==> config.mk <==
export PLATFORM = sky130hd
export DESIGN_NAME = otter_branch_predictor
export DESIGN_NICKNAME = d
export VERILOG_FILES = /design/src/rtl/otter_branch_predictor.sv
export SDC_FILE = /design/constraint.sdc
export NUM_CORES = 2
export LEC_CHECK = 0
export BUFFER_PORTS_ARGS = -buffer_cell sky130_fd_sc_hd__buf_2
export CELL_PAD_IN_SITES_DETAIL_PLACEMENT = 1
export CELL_PAD_IN_SITES_GLOBAL_PLACEMENT = 2
export CORE_ASPECT_RATIO = 0.75
export CORE_MARGIN = 4
export CORE_UTILIZATION = 40
export DETAILED_ROUTE_END_ITERATION = 8
export PLACE_DENSITY_LB_ADDON = 0.15
export SKIP_CTS_REPAIR_TIMING = 1
export SYNTH_ARGS = -nofsm -noshare
export SYNTH_HDL_FRONTEND = slang
export SYNTH_SLANG_ARGS = --single-unit
==> constraint.sdc <==
create_clock -name clk -period 9.4 [get_ports clk]
set_input_delay 1.41 -clock clk [delete_from_list [all_inputs] [get_ports clk]]
set_output_delay 1.41 -clock clk [all_outputs]
set_load 0.01 [all_outputs]
==> src/rtl/otter_branch_predictor.sv <==
`default_nettype none
//==============================================================================
// Module   : otter_branch_predictor
// Purpose  : Direct-mapped branch target buffer with per-entry saturating
//            direction counters for the pipelined OTTER RV32I core.
//            Fetch side performs a zero-latency lookup on if_pc and supplies
//            the predicted next PC. Execute side compares the resolved
//            outcome against the prediction carried down the pipe, flags a
//            redirect, and trains the tables on the next clock edge.
// Ports    : clk, RST (sync, active-high)
//            if_pc / if_pred_taken / if_pred_target       - fetch lookup
//            ex_valid, ex_stall, ex_kind, ex_pc, ex_taken,
//            ex_target, ex_pred_taken, ex_pred_target     - resolved branch
//            ex_mispredict / ex_redirect_pc               - redirect request
//            stat_branches / stat_mispredicts             - optional counters
// Options  : define OTTER_BP_STATS_EN to add the saturating statistics
//            counters stat_branches and stat_mispredicts.
// Revision : 1.0 - initial release
//==============================================================================
module otter_branch_predictor #(
    parameter int ENTRIES = 64,
    parameter int TAG_W   = 8,
    parameter int CTR_W   = 2
) (
    input  logic        clk,
    input  logic        RST,
    input  logic [31:0] if_pc,
    output logic        if_pred_taken,
    output logic [31:0] if_pred_target,
    input  logic        ex_valid,
    input  logic        ex_stall,
    input  logic [1:0]  ex_kind,
    input  logic [31:0] ex_pc,
    input  logic        ex_taken,
    input  logic [31:0] ex_target,
    input  logic        ex_pred_taken,
    input  logic [31:0] ex_pred_target,
    output logic        ex_mispredict,
    output logic [31:0] ex_redirect_pc
`ifdef OTTER_BP_STATS_EN
    ,
    output logic [31:0] stat_branches,
    output logic [31:0] stat_mispredicts
`endif
);

    localparam int IDX_W = $clog2(ENTRIES);

    localparam logic [1:0] c_KIND_NONE = 2'b00;
    localparam logic [1:0] c_KIND_BR   = 2'b01;
    localparam logic [1:0] c_KIND_JAL  = 2'b10;
    localparam logic [1:0] c_KIND_JALR = 2'b11;

    localparam logic [CTR_W-1:0] c_CTR_ONE = CTR_W'(1);
    localparam logic [CTR_W-1:0] c_CTR_MAX = '1;
    localparam logic [CTR_W-1:0] c_CTR_MIN = '0;
    // Weakly taken is the MSB alone; weakly not-taken sits just below it.
    localparam logic [CTR_W-1:0] c_CTR_WT  = c_CTR_ONE << (CTR_W - 1);
    localparam logic [CTR_W-1:0] c_CTR_WNT = c_CTR_WT - c_CTR_ONE;

    logic              r_valid  [ENTRIES];
    logic [TAG_W-1:0]  r_tag    [ENTRIES];
    logic              r_jal    [ENTRIES];
    logic [31:0]       r_target [ENTRIES];
    logic [CTR_W-1:0]  r_ctr    [ENTRIES];

    logic [IDX_W-1:0]  w_if_idx;
    logic [TAG_W-1:0]  w_if_tag;
    logic              w_if_hit;
    logic [IDX_W-1:0]  w_ex_idx;
    logic [TAG_W-1:0]  w_ex_tag;
    logic              w_ex_hit;
    logic              w_upd;
    logic              w_unused;

    // PC bits outside the index/tag window do not take part in the lookup.
    assign w_unused = ^{if_pc, ex_pc};

    //--------------------------------------------------------------------------
    // Fetch-side lookup (reads pre-update contents on a same-index update)
    //--------------------------------------------------------------------------
    assign w_if_idx = if_pc[IDX_W+1:2];
    assign w_if_tag = if_pc[IDX_W+TAG_W+1:IDX_W+2];
    assign w_if_hit = r_valid[w_if_idx] && (r_tag[w_if_idx] == w_if_tag);

    assign if_pred_taken  = w_if_hit && (r_jal[w_if_idx] || r_ctr[w_if_idx][CTR_W-1]);
    assign if_pred_target = if_pred_taken ? r_target[w_if_idx] : (if_pc + 32'd4);

    //--------------------------------------------------------------------------
    // Execute-side resolution
    //--------------------------------------------------------------------------
    assign w_ex_idx = ex_pc[IDX_W+1:2];
    assign w_ex_tag = ex_pc[IDX_W+TAG_W+1:IDX_W+2];
    assign w_ex_hit = r_valid[w_ex_idx] && (r_tag[w_ex_idx] == w_ex_tag);
    assign w_upd    = ex_valid && !ex_stall;

    assign ex_mispredict  = w_upd && ((ex_pred_taken != ex_taken) ||
                                      (ex_taken && (ex_pred_target != ex_target)));
    assign ex_redirect_pc = !w_upd  ? 32'd0 :
                            ex_taken ? ex_target : (ex_pc + 32'd4);

    //--------------------------------------------------------------------------
    // Table training
    //--------------------------------------------------------------------------
    always_ff @(posedge clk) begin
        if (RST) begin
            for (int i = 0; i < ENTRIES; i++) begin
                r_valid[i]  <= 1'b0;
                r_tag[i]    <= '0;
                r_jal[i]    <= 1'b0;
                r_target[i] <= 32'd0;
                r_ctr[i]    <= c_CTR_WNT;
            end
        end else if (w_upd) begin
            case (ex_kind)
                c_KIND_BR: begin
                    if (w_ex_hit) begin
                        if (ex_taken) begin
                            r_target[w_ex_idx] <= ex_target;
                            if (r_ctr[w_ex_idx] != c_CTR_MAX)
                                r_ctr[w_ex_idx] <= r_ctr[w_ex_idx] + c_CTR_ONE;
                        end else if (r_ctr[w_ex_idx] != c_CTR_MIN) begin
                            r_ctr[w_ex_idx] <= r_ctr[w_ex_idx] - c_CTR_ONE;
                        end
                    end else if (ex_taken) begin
                        r_valid[w_ex_idx]  <= 1'b1;
                        r_tag[w_ex_idx]    <= w_ex_tag;
                        r_jal[w_ex_idx]    <= 1'b0;
                        r_target[w_ex_idx] <= ex_target;
                        r_ctr[w_ex_idx]    <= c_CTR_WT;
                    end
                end
                c_KIND_JAL: begin
                    r_valid[w_ex_idx]  <= 1'b1;
                    r_tag[w_ex_idx]    <= w_ex_tag;
                    r_jal[w_ex_idx]    <= 1'b1;
                    r_target[w_ex_idx] <= ex_target;
                    r_ctr[w_ex_idx]    <= c_CTR_MAX;
                end
                c_KIND_NONE: begin
                    // A hit on a non-branch is an alias from another PC;
                    // drop the entry so it stops steering fetch.
                    if (w_ex_hit && ex_mispredict)
                        r_valid[w_ex_idx] <= 1'b0;
                end
                c_KIND_JALR: begin
                    // Register-indirect targets are not cached.
                end
                default: begin
                end
            endcase
        end
    end

`ifdef OTTER_BP_STATS_EN
    //--------------------------------------------------------------------------
    // Saturating statistics counters
    //--------------------------------------------------------------------------
    logic [31:0] r_stat_br;
    logic [31:0] r_stat_mp;

    always_ff @(posedge clk) begin
        if (RST) begin
            r_stat_br <= 32'd0;
            r_stat_mp <= 32'd0;
        end else begin
            if (w_upd && (ex_kind != c_KIND_NONE) && (r_stat_br != 32'hFFFF_FFFF))
                r_stat_br <= r_stat_br + 32'd1;
            if (ex_mispredict && (r_stat_mp != 32'hFFFF_FFFF))
                r_stat_mp <= r_stat_mp + 32'd1;
        end
    end

    assign stat_branches    = r_stat_br;
    assign stat_mispredicts = r_stat_mp;
`endif

endmodule
`default_nettype wire

==> run_results.csv <==
group,metric,value,unit
critical_path,timing.rr.start,"r_tag[29][3]$_SDFFCE_PN0P_",
placed_design,placed_cell_area,142000,sq um
final_layout,area_growth,11.7,%
cts,clk_pin_slew,0.07,ns
detailed_routing,wl_met1,233000,microns
timing,slew_violations,0,
synth,syn-instance-count,9180,
detailed_routing,vias_per_cell,6.35,
floorplanning,die_h,512,microns
timing,tightest_slew,1.48,ns
cts,clk_path_buf_depth,4,
final_layout,drive_gt1_share,22.3,%
synth,yosysTopAreaCellShare,62.5,%
timing,rsz0062_at_grt,"false",
detailed_routing,first_pass_iters,6,
detailed_routing,dr_wl_met2,244000,microns
synth,yosysMostFrequentCell,"edfxtp_1",
detailed_routing,via_count,87700,
placed_design,post-dp-hpwl,348000,microns
critical_path,worstReg2RegEnd,"r_tag[9][3]$_SDFFCE_PN0P_",
power,pwr-share-clk,40.7,%
floorplanning,die_area,348000,sq um
floorplanning,rows,184,
detailed_routing,drt-total-wl,569000,microns
critical_path,reg2reg_depth,11,
detailed_routing,drtIter0Drc,14196,
placed_design,place.gp.congestion,0.983,
power,total_power,0.0298,W
outcome,violations,"max-capacitance violations",
critical_path,required,7.99,ns
power,power.internal,0.0223,W
power,p_leak,50.2,nW
synth,ys.warnings.count,0,
cts,cts_tree,"done",
power,combPwrFrac,10.1,%
timing,relSlewSlack,0.552,%
timing,hold_viol_final,0,
synth,synth.largest_area_cell,"edfxtp_1",
worst_hold_path,hold_path_class,"in -> reg",
placed_design,pre_cts_ws,1.19,ns
detailed_routing,wl_per_cell,41.2,microns
timing,setup_violations,0,
global_routing,grt_first_pass_wirelength,767000,microns
timing,finalCritPeriodShare,88.8,%
synth,synth_edf_count,2816,
global_routing,grt_max_degree,130,
cts,numClockSinks,2816,
synth,synth_seq_cells,2816,
job,maxCapViolCount,1,
critical_path,cp_max_fo,72,
critical_path,reg2reg_slack,4.09,ns
global_routing,gr-usage-all-layers,32.2,%
global_routing,overflow,0,
power,power.density,197,nW/um^2
detailed_routing,antenna_left,0,
critical_path,critPathArrivalTime,6.94,ns
timing,setup_ws,1.05,ns
detailed_routing,top_layer_used,"met5",
final_layout,num-nets-final,9217,
synth,syn_nets,9318,
global_routing,antenna_found_initial,90,
critical_path,crit_end,"if_pred_target[14]",
synth,synth.area.top_cells,"edfxtp_1, mux4_2, and2_1, nor2_1, clkbuf_1",
timing,clock.fmax,120,MHz
power,vdd_drop_max,0.000139,V
synth,syn_area,135000,sq um
cts,worstSkewPairLatency,0.89,ns
detailed_routing,drc,0,
synth,ys.flop_type,"edfxtp_1",
synth,synth.distinct_cells,75,
floorplanning,coreArea,336000,sq um
synth,yosysSeqAreaShare,62.5,%
critical_path,path_class,"in -> out",
power,power_switching,0.00751,W
critical_path,startpoint_type,"input pin",
synth,async_flop_share,0,%
power,seqPwrFrac,49.2,%
final_layout,fin_util,45.0,%
cts,cts_buffers,310,
cts,root_buffer,"clkbuf_16",
synth,ys_top_cells_by_count,"edfxtp_1, and2_1, mux4_2, nor2_1, clkbuf_1",
floorplanning,die_w,680,microns
timing,finalSetupTns,0,ns
power,switching_share,25.2,%
outcome,status,"complete, but fails checks",
floorplanning,start_util,40.3,%
cts,htreeDepth,5,
global_routing,grt_pass1_vias,87465,
timing,skew,0.0408,ns
timing,post-route-min-period,8.35,ns
critical_path,cp-startpoint,"if_pc[3]",
placed_design,portBuffers,201,
final_layout,stdcell_area,151000,sq um
synth,syn-mean-instance-area,14.7,sq um
floorplanning,ios,202,
detailed_routing,wl_met3,66300,microns
critical_path,cp-end-kind,"output pin",
[per-stage QoR]
step | hold WS (ns) | std cells
5_1_grt | 1.14 | 13789
3_5_place_dp | 1.64 | 13231
3_3_place_gp | 1.62 | 13231
2_1_floorplan | 1.03 | 9180
6_report | 1.19 | 13811
4_1_cts | 1.12 | 13776
[flip-flops by register name, indices dropped and copies added (netlist names)]
register / flops
r_jal: 64
r_tag: 512
r_ctr: 128
r_target: 2048
r_valid: 64
[power by group through the flow]
stage | combinational, W | clock [W] | sequential (W)
final | 0.00302 | 0.0121 | 0.0147
after global routing | 0.00307 | 0.0128 | 0.0147
after global placement | 0.00294 | 0 | 0.0149
after floorplan | 0.00157 | 0 | 0.0148
after CTS | 0.00296 | 0.0122 | 0.0146
after detailed placement | 0.00296 | 0 | 0.0149
[worst max-delay path, cell delays in order]
cell	delay, ns
buf_8	0.65
buf_4	0.87
mux4_2	0.44
mux4_2	0.46
mux2i_1	0.53
nor2_1	0.23
a21oi_1	0.22
xnor2_1	0.13
nor3b_1	0.21
and4b_2	0.75
buf_4	0.36
mux2_2	0.37
buf_2	0.15
[logic make-up (layout without fill, tap and decap cells)]
family                     after synthesis  after routing  share of synthesized area [%]
and+or+nand+nor                       3566           3566                           14.5
DFF                                   2816           2816                           62.5
muxes                                 1106           1106                           16.3
buffers and inverters                  982           1114                           3.04
AOI/OAI and AO/OA                      608            608                           3.04
xor gates and xnor gates               100            100                          0.647
adders and majority gates                2              2                         0.0185
other                                    0             35                              0
[layout by cell type, fill, tap and decap left out, types with 23 or more instances in the layout]
| cell type | count |
|---|---|
| buf_4 | 336 |
| a22oi_1 | 88 |
| or2_1 | 64 |
| o21a_1 | 64 |
| diode_2 | 35 |
| o21ai_0 | 95 |
| edfxtp_1 | 2816 |
| clkinv_1 | 66 |
| xnor2_1 | 42 |
| nor2_4 | 45 |
| clkbuf_1 | 72 |
| a21oi_1 | 52 |
| nor2_1 | 790 |
| and2_1 | 2051 |
| buf_2 | 190 |
| mux2i_1 | 172 |
| nand3_1 | 120 |
| o211ai_1 | 28 |
| or2_2 | 54 |
| nand2_1 | 186 |
| mux4_2 | 876 |
| o22ai_1 | 85 |
| o21ai_1 | 63 |
| clkinv_2 | 53 |
| xor2_1 | 57 |
| clkbuf_16 | 323 |
| mux2_2 | 55 |
| a221oi_1 | 45 |
| nor3_1 | 81 |
| buf_12 | 23 |
[how the worst min path moves through the flow]
stage,startpoint,endpoint,cells after the start
floorplan,r_ctr[37][0]$_SDFFCE_PN1P_,r_ctr[0][1]$_SDFFCE_PN0P_,6
global placement,r_ctr[49][0]$_SDFFCE_PN1P_,r_ctr[50][1]$_SDFFCE_PN0P_,7
detailed placement,r_ctr[49][0]$_SDFFCE_PN1P_,r_ctr[37][1]$_SDFFCE_PN0P_,7
CTS,ex_target[10],r_target[25][10]$_SDFFCE_PN0P_,3
global route,ex_target[28],r_target[54][28]$_SDFFCE_PN0P_,2
finish,ex_target[28],r_target[54][28]$_SDFFCE_PN0P_,2
[per-layer routing]
layer,GRT usage (%),vias up
met2,46.5,5448
met4,12.6,22
met1,46.2,47381
li1,-,33981
met5,0,-
met3,8.64,868
[layout make-up]
cell class	instances	area [sq um]
Sequential cell	2816	84600
Clock inverter	150	1280
Tap cell	4464	5590
Timing Repair Buffer	558	4060
Fill cell	32761	185000
Antenna cell	35	87.6
Multi-Input combinational cell	5382	47300
Clock buffer	395	8350
Inverter	11	41.3
Power figures use the tool's default switching activity.
